### config.mk
export PLATFORM = sky130hd
export DESIGN_NAME = dmem_slots
export DESIGN_NICKNAME = d
export VERILOG_FILES = /design/src/rtl/dmem_slots.sv
export SDC_FILE = /design/constraint.sdc
export NUM_CORES = 1
export LEC_CHECK = 0
export BUFFER_PORTS_ARGS = -buffer_cell sky130_fd_sc_hd__buf_2
export CORE_UTILIZATION = 41
export DETAILED_ROUTE_END_ITERATION = 6
export MAX_ROUTING_LAYER = met4
export SLEW_MARGIN = 15
export SYNTH_ARGS = -nofsm -noshare
export SYNTH_HDL_FRONTEND = slang
export SYNTH_SLANG_ARGS = --single-unit
### constraint.sdc
create_clock -name _clk -period 5 [get_ports _clk]
set_input_delay 1 -clock _clk [delete_from_list [all_inputs] [get_ports _clk]]
set_output_delay 1 -clock _clk [all_outputs]
set_load 0.01 [all_outputs]
### src/rtl/dmem_slots.sv
// dmem_slots: 32-bit word memory addressed by TLB slot index, zero-filled after reset.
// Byte strobes are honoured only when DMEM_WSTRB_EN is defined; otherwise writes are full-word.
module dmem_slots #(
    parameter  int MEM_SLOTS_COUNT = 32,
    localparam int SW              = $clog2(MEM_SLOTS_COUNT)
) (
    input  logic          _clk,
    input  logic          _reset,
    input  logic          _req_valid,
    output logic          req_ready_,
    input  logic          _we,
    input  logic [SW-1:0] _slot_n,
    input  logic [31:0]   _wdata,
    input  logic [3:0]    _wstrb,
    output logic          resp_valid_,
    input  logic          _resp_ready,
    output logic [31:0]   rdata_,
    output logic          init_done_
);

    typedef enum logic {
        ST_INIT = 1'b0,
        ST_RUN  = 1'b1
    } state_t;

    state_t        state_reg;
    logic [SW-1:0] cnt_reg;
    logic          resp_valid_reg;
    logic          init_done_reg;

    logic          accept;
    logic          consume;
    logic [3:0]    wstrb_eff;
    logic [3:0]    lane_en;
    logic [SW-1:0] mem_addr;
    logic [31:0]   mem_din;

`ifdef DMEM_WSTRB_EN
    assign wstrb_eff = _wstrb;
`else
    assign wstrb_eff = 4'hF;
    logic unused_wstrb;
    assign unused_wstrb = ^_wstrb;
`endif

    // Single-entry output register: a new request may enter as the old response leaves.
    assign req_ready_  = (state_reg == ST_RUN) && (!resp_valid_reg || _resp_ready);
    assign accept      = _req_valid && req_ready_;
    assign consume     = resp_valid_reg && _resp_ready;
    assign resp_valid_ = resp_valid_reg;
    assign init_done_  = init_done_reg;

    always_ff @(posedge _clk or negedge _reset) begin
        if (!_reset) begin
            state_reg      <= ST_INIT;
            cnt_reg        <= '0;
            resp_valid_reg <= 1'b0;
            init_done_reg  <= 1'b0;
        end else if (state_reg == ST_INIT) begin
            cnt_reg <= cnt_reg + 1'b1;
            if (cnt_reg == SW'(MEM_SLOTS_COUNT - 1)) begin
                state_reg     <= ST_RUN;
                init_done_reg <= 1'b1;
            end
        end else begin
            if (accept) begin
                resp_valid_reg <= 1'b1;
            end else if (consume) begin
                resp_valid_reg <= 1'b0;
            end
        end
    end

    // The sweep owns the write port during INIT; afterwards it follows accepted writes.
    assign mem_addr = (state_reg == ST_INIT) ? cnt_reg : _slot_n;
    assign mem_din  = (state_reg == ST_INIT) ? 32'h0 : _wdata;
    assign lane_en  = (state_reg == ST_INIT) ? 4'hF :
                      ((accept && _we) ? wstrb_eff : 4'h0);

    // One byte-wide array per lane: unstrobed lanes echo the old byte read in the same cycle.
    genvar gi;
    generate
        for (gi = 0; gi < 4; gi++) begin : g_lane
            logic [7:0] mem_lane [MEM_SLOTS_COUNT];
            logic [7:0] rd_reg;

            always_ff @(posedge _clk) begin
                if (lane_en[gi]) begin
                    mem_lane[mem_addr] <= mem_din[8*gi +: 8];
                end
            end

            always_ff @(posedge _clk or negedge _reset) begin
                if (!_reset) begin
                    rd_reg <= 8'h0;
                end else if (accept) begin
                    rd_reg <= (_we && wstrb_eff[gi]) ? _wdata[8*gi +: 8] : mem_lane[_slot_n];
                end
            end

            assign rdata_[8*gi +: 8] = rd_reg;
        end
    endgenerate

endmodule
==> results.tsv <==
metric	value	unit
worstSetupPathType	reg2reg	
setup_tns	0	ns
final_nets	2045	
synth_area_leader_cell	edfxtp_1	
placed_area	0.0434	mm2
rsz0062_at_grt	false	
syn-num-nets	1900	
p_per_area	395	mW/mm2
finClkSkew	0.0205	ns
drt_wl_total	98.4	mm
r2r_end	g_lane[0].mem_lane[9][3]$_DFFE_PP_	
leakagePower	0.0147	uW
status	completed	
first_global_vias	20200	
place_congestion	0.818	
fp.dieH	319	um
synth_top_flop_cell	edfxtp_1	
ant_nets	0	
synth_edf_count	1024	
cap_violations	0	
ctsRootBufferMaster	clkbuf_16	
ff2ff_path_depth	5	
hpwl	55.0	mm
synthCells	1852	
overflow	0	
r2r-start	state_reg$_DFF_PN0_	
critPathRequiredTime	5.30	ns
dp.cells	3179	
core_area	0.0989	mm2
vias_per_cell	5.87	
start_util	41.6	%
cts_max_level	3	
finalHoldViolations	0	
multi_input_area	0.00897	mm2
async_flop_share	3.76	%
r2r_slack	1.70	ns
cp_data_arrival_time	3.60	ns
synth_cell_type_count	55	
cts_inserted_buffers	102	
synth-seq-area-share	77.2	%
die_area	0.102	mm2
vias	19800	
synth_area_leaders	edfxtp_1 (75%), mux4_2 (14%), dfrtp_1 (2.4%), mux2i_1 (1.3%), a221oi_1 (0.70%)	
ys_ff_latch	1064	
cpPeakStageDelay	0.55	ns
area_growth	13.7	%
grt_max_degree	87	
stdcell_count	3370	
grt_usage	20.2	%
slew_violations	0	
setup_viol	0	
numClockSinks	1064	
insertion_delay	0.68	ns
clk_pin_slew	0.06	ns
layout_common_cells	edfxtp_1 (1024), mux4_2 (254), clkbuf_16 (104)	
largest_reg_flops	1024	
startpoint	state_reg$_DFF_PN0_	
worstPathCellList	buf_4, mux2i_1, nand2_1, nor2_4, buf_4	
cp_slowest_cell	nor2_4	
hp-class	in2async	
final_common_cell	edfxtp_1	
cts_resized	0	
wl_per_cell	29.2	um
slew_headroom	22.6	%
antenna_found_initial	4	
fmax	0.303	GHz
cpMostUsedCell	buf_4	
post-route-min-period	3.30	ns
cts_tree	yes	
drc	0	
ios	81	
ys_warn_count	0	
ctsHoldBuffers	0	
netlist_area	0.0411	mm2
period_share	66.1	%
post-cts-setup-buffers	0	
syn_avg_cell_area	22.2	um2
finalInstanceArea	0.0467	mm2
endpoint	g_lane[0].mem_lane[9][3]$_DFFE_PP_	
worst_pin_slew	1.16	ns
netlist.area_leader.share	74.8	%
crit_fanout	40	
drt_first_iter_violations	1984	
critPathCaptureType	flip-flop	
grt_first_pass_wirelength	143	mm
die_x	319	um
vdd.ir_drop.worst	0.282	mV
critPathLaunchType	flip-flop	
rows	115	
seq_area	0.0318	mm2
drive_gt1_share	29.4	%
nFillCells	7901	
port_buffers	76	
cts_buffer_depth	3	
firstDrtPassIters	5	
## through the flow
step / total power (uW) / hold slack, ns / util [%] / worst slack (ns)
after floorplan: 10700 / 0.493 / - / 1.03
after global placement: 11000 / 0.449 / 43.9 / 1.23
after detailed placement: 11100 / 0.475 / 43.9 / 1.13
after CTS: 18600 / 0.466 / 47.2 / 1.73
after global routing: 19000 / 0.511 / 47.3 / 1.64
final: 18400 / 0.478 / 47.3 / 1.70
## cell usage after synthesis, types with 6 or more instances
cell type and number:
edfxtp_1 1024, mux4_2 254, mux2i_1 53, nand2_1 53, clkbuf_1 48, nor2_1 46, dfrtp_1 40, a221oi_1 33
and2_1 33, a22oi_1 32, a22o_1 23, buf_2 23, o211ai_1 22, buf_4 11, buf_6 9, inv_1 9
a221oi_2 8, and3_1 8, buf_1 8, nand3_1 8, o22ai_1 8, a21oi_1 6, a31oi_1 6, nor2b_1 6
nor3_1 6
## per-layer routing
metal  GRT usage (%)  part of all wire [%]  vias up
met2            31.4                    48      744
met3            2.55                   6.6      124
met5               -                     0        -
met1            28.2                    43    10700
li1                -                     -     8181
met4            5.39                   1.9        0
## worst min-delay path by stage
stage | start | endpoint | slack, ns
2_1_floorplan | init_done_$_DFFE_PN0P_ | init_done_$_DFFE_PN0P_ | 0.49
3_3_place_gp | init_done_$_DFFE_PN0P_ | init_done_$_DFFE_PN0P_ | 0.45
3_5_place_dp | init_done_$_DFFE_PN0P_ | init_done_$_DFFE_PN0P_ | 0.47
4_1_cts | _reset | g_lane[0].rd_reg[1]$_DFFE_PN0N_ | 0.47
5_1_grt | _reset | g_lane[0].rd_reg[1]$_DFFE_PN0N_ | 0.51
6_report | _reset | g_lane[0].rd_reg[1]$_DFFE_PN0N_ | 0.48
## final cells by class
type | instances | area share, %
antenna | 3 | 0.0161
clock buffer | 141 | 5.93
clock inverter | 46 | 1.07
inverter | 9 | 0.0723
multi-input combinational | 673 | 19.2
sequential | 1064 | 67.9
tap | 1287 | 3.45
timing repair buffer | 147 | 2.31
## where the power goes
group	internal, uW	switching, uW
sequential	9850	57.0
combinational	375	594
clock	4390	3190
## critical path, delay by kind of cell, from the launching register on
family,cells,cell delay [ns]
AND/OR/NAND/NOR,2,0.89
flip-flops,1,0.49
multiplexers,1,0.46
buffers and inverters,2,1.05
## cells by family (layout without fill, tap and decap cells)
kind of cell,count (synthesis),after routing,share of synthesized area (%)
flops,1064,1064,77.2
mux,312,312,15.3
compound gates,184,184,3.70
simple gates,167,167,1.90
buf+inv,115,343,1.59
xor+xnor,8,8,0.170
fa+ha+maj,2,2,0.0609
other cells,0,3,0
Note: power is estimated with default switching activity, not from simulation.
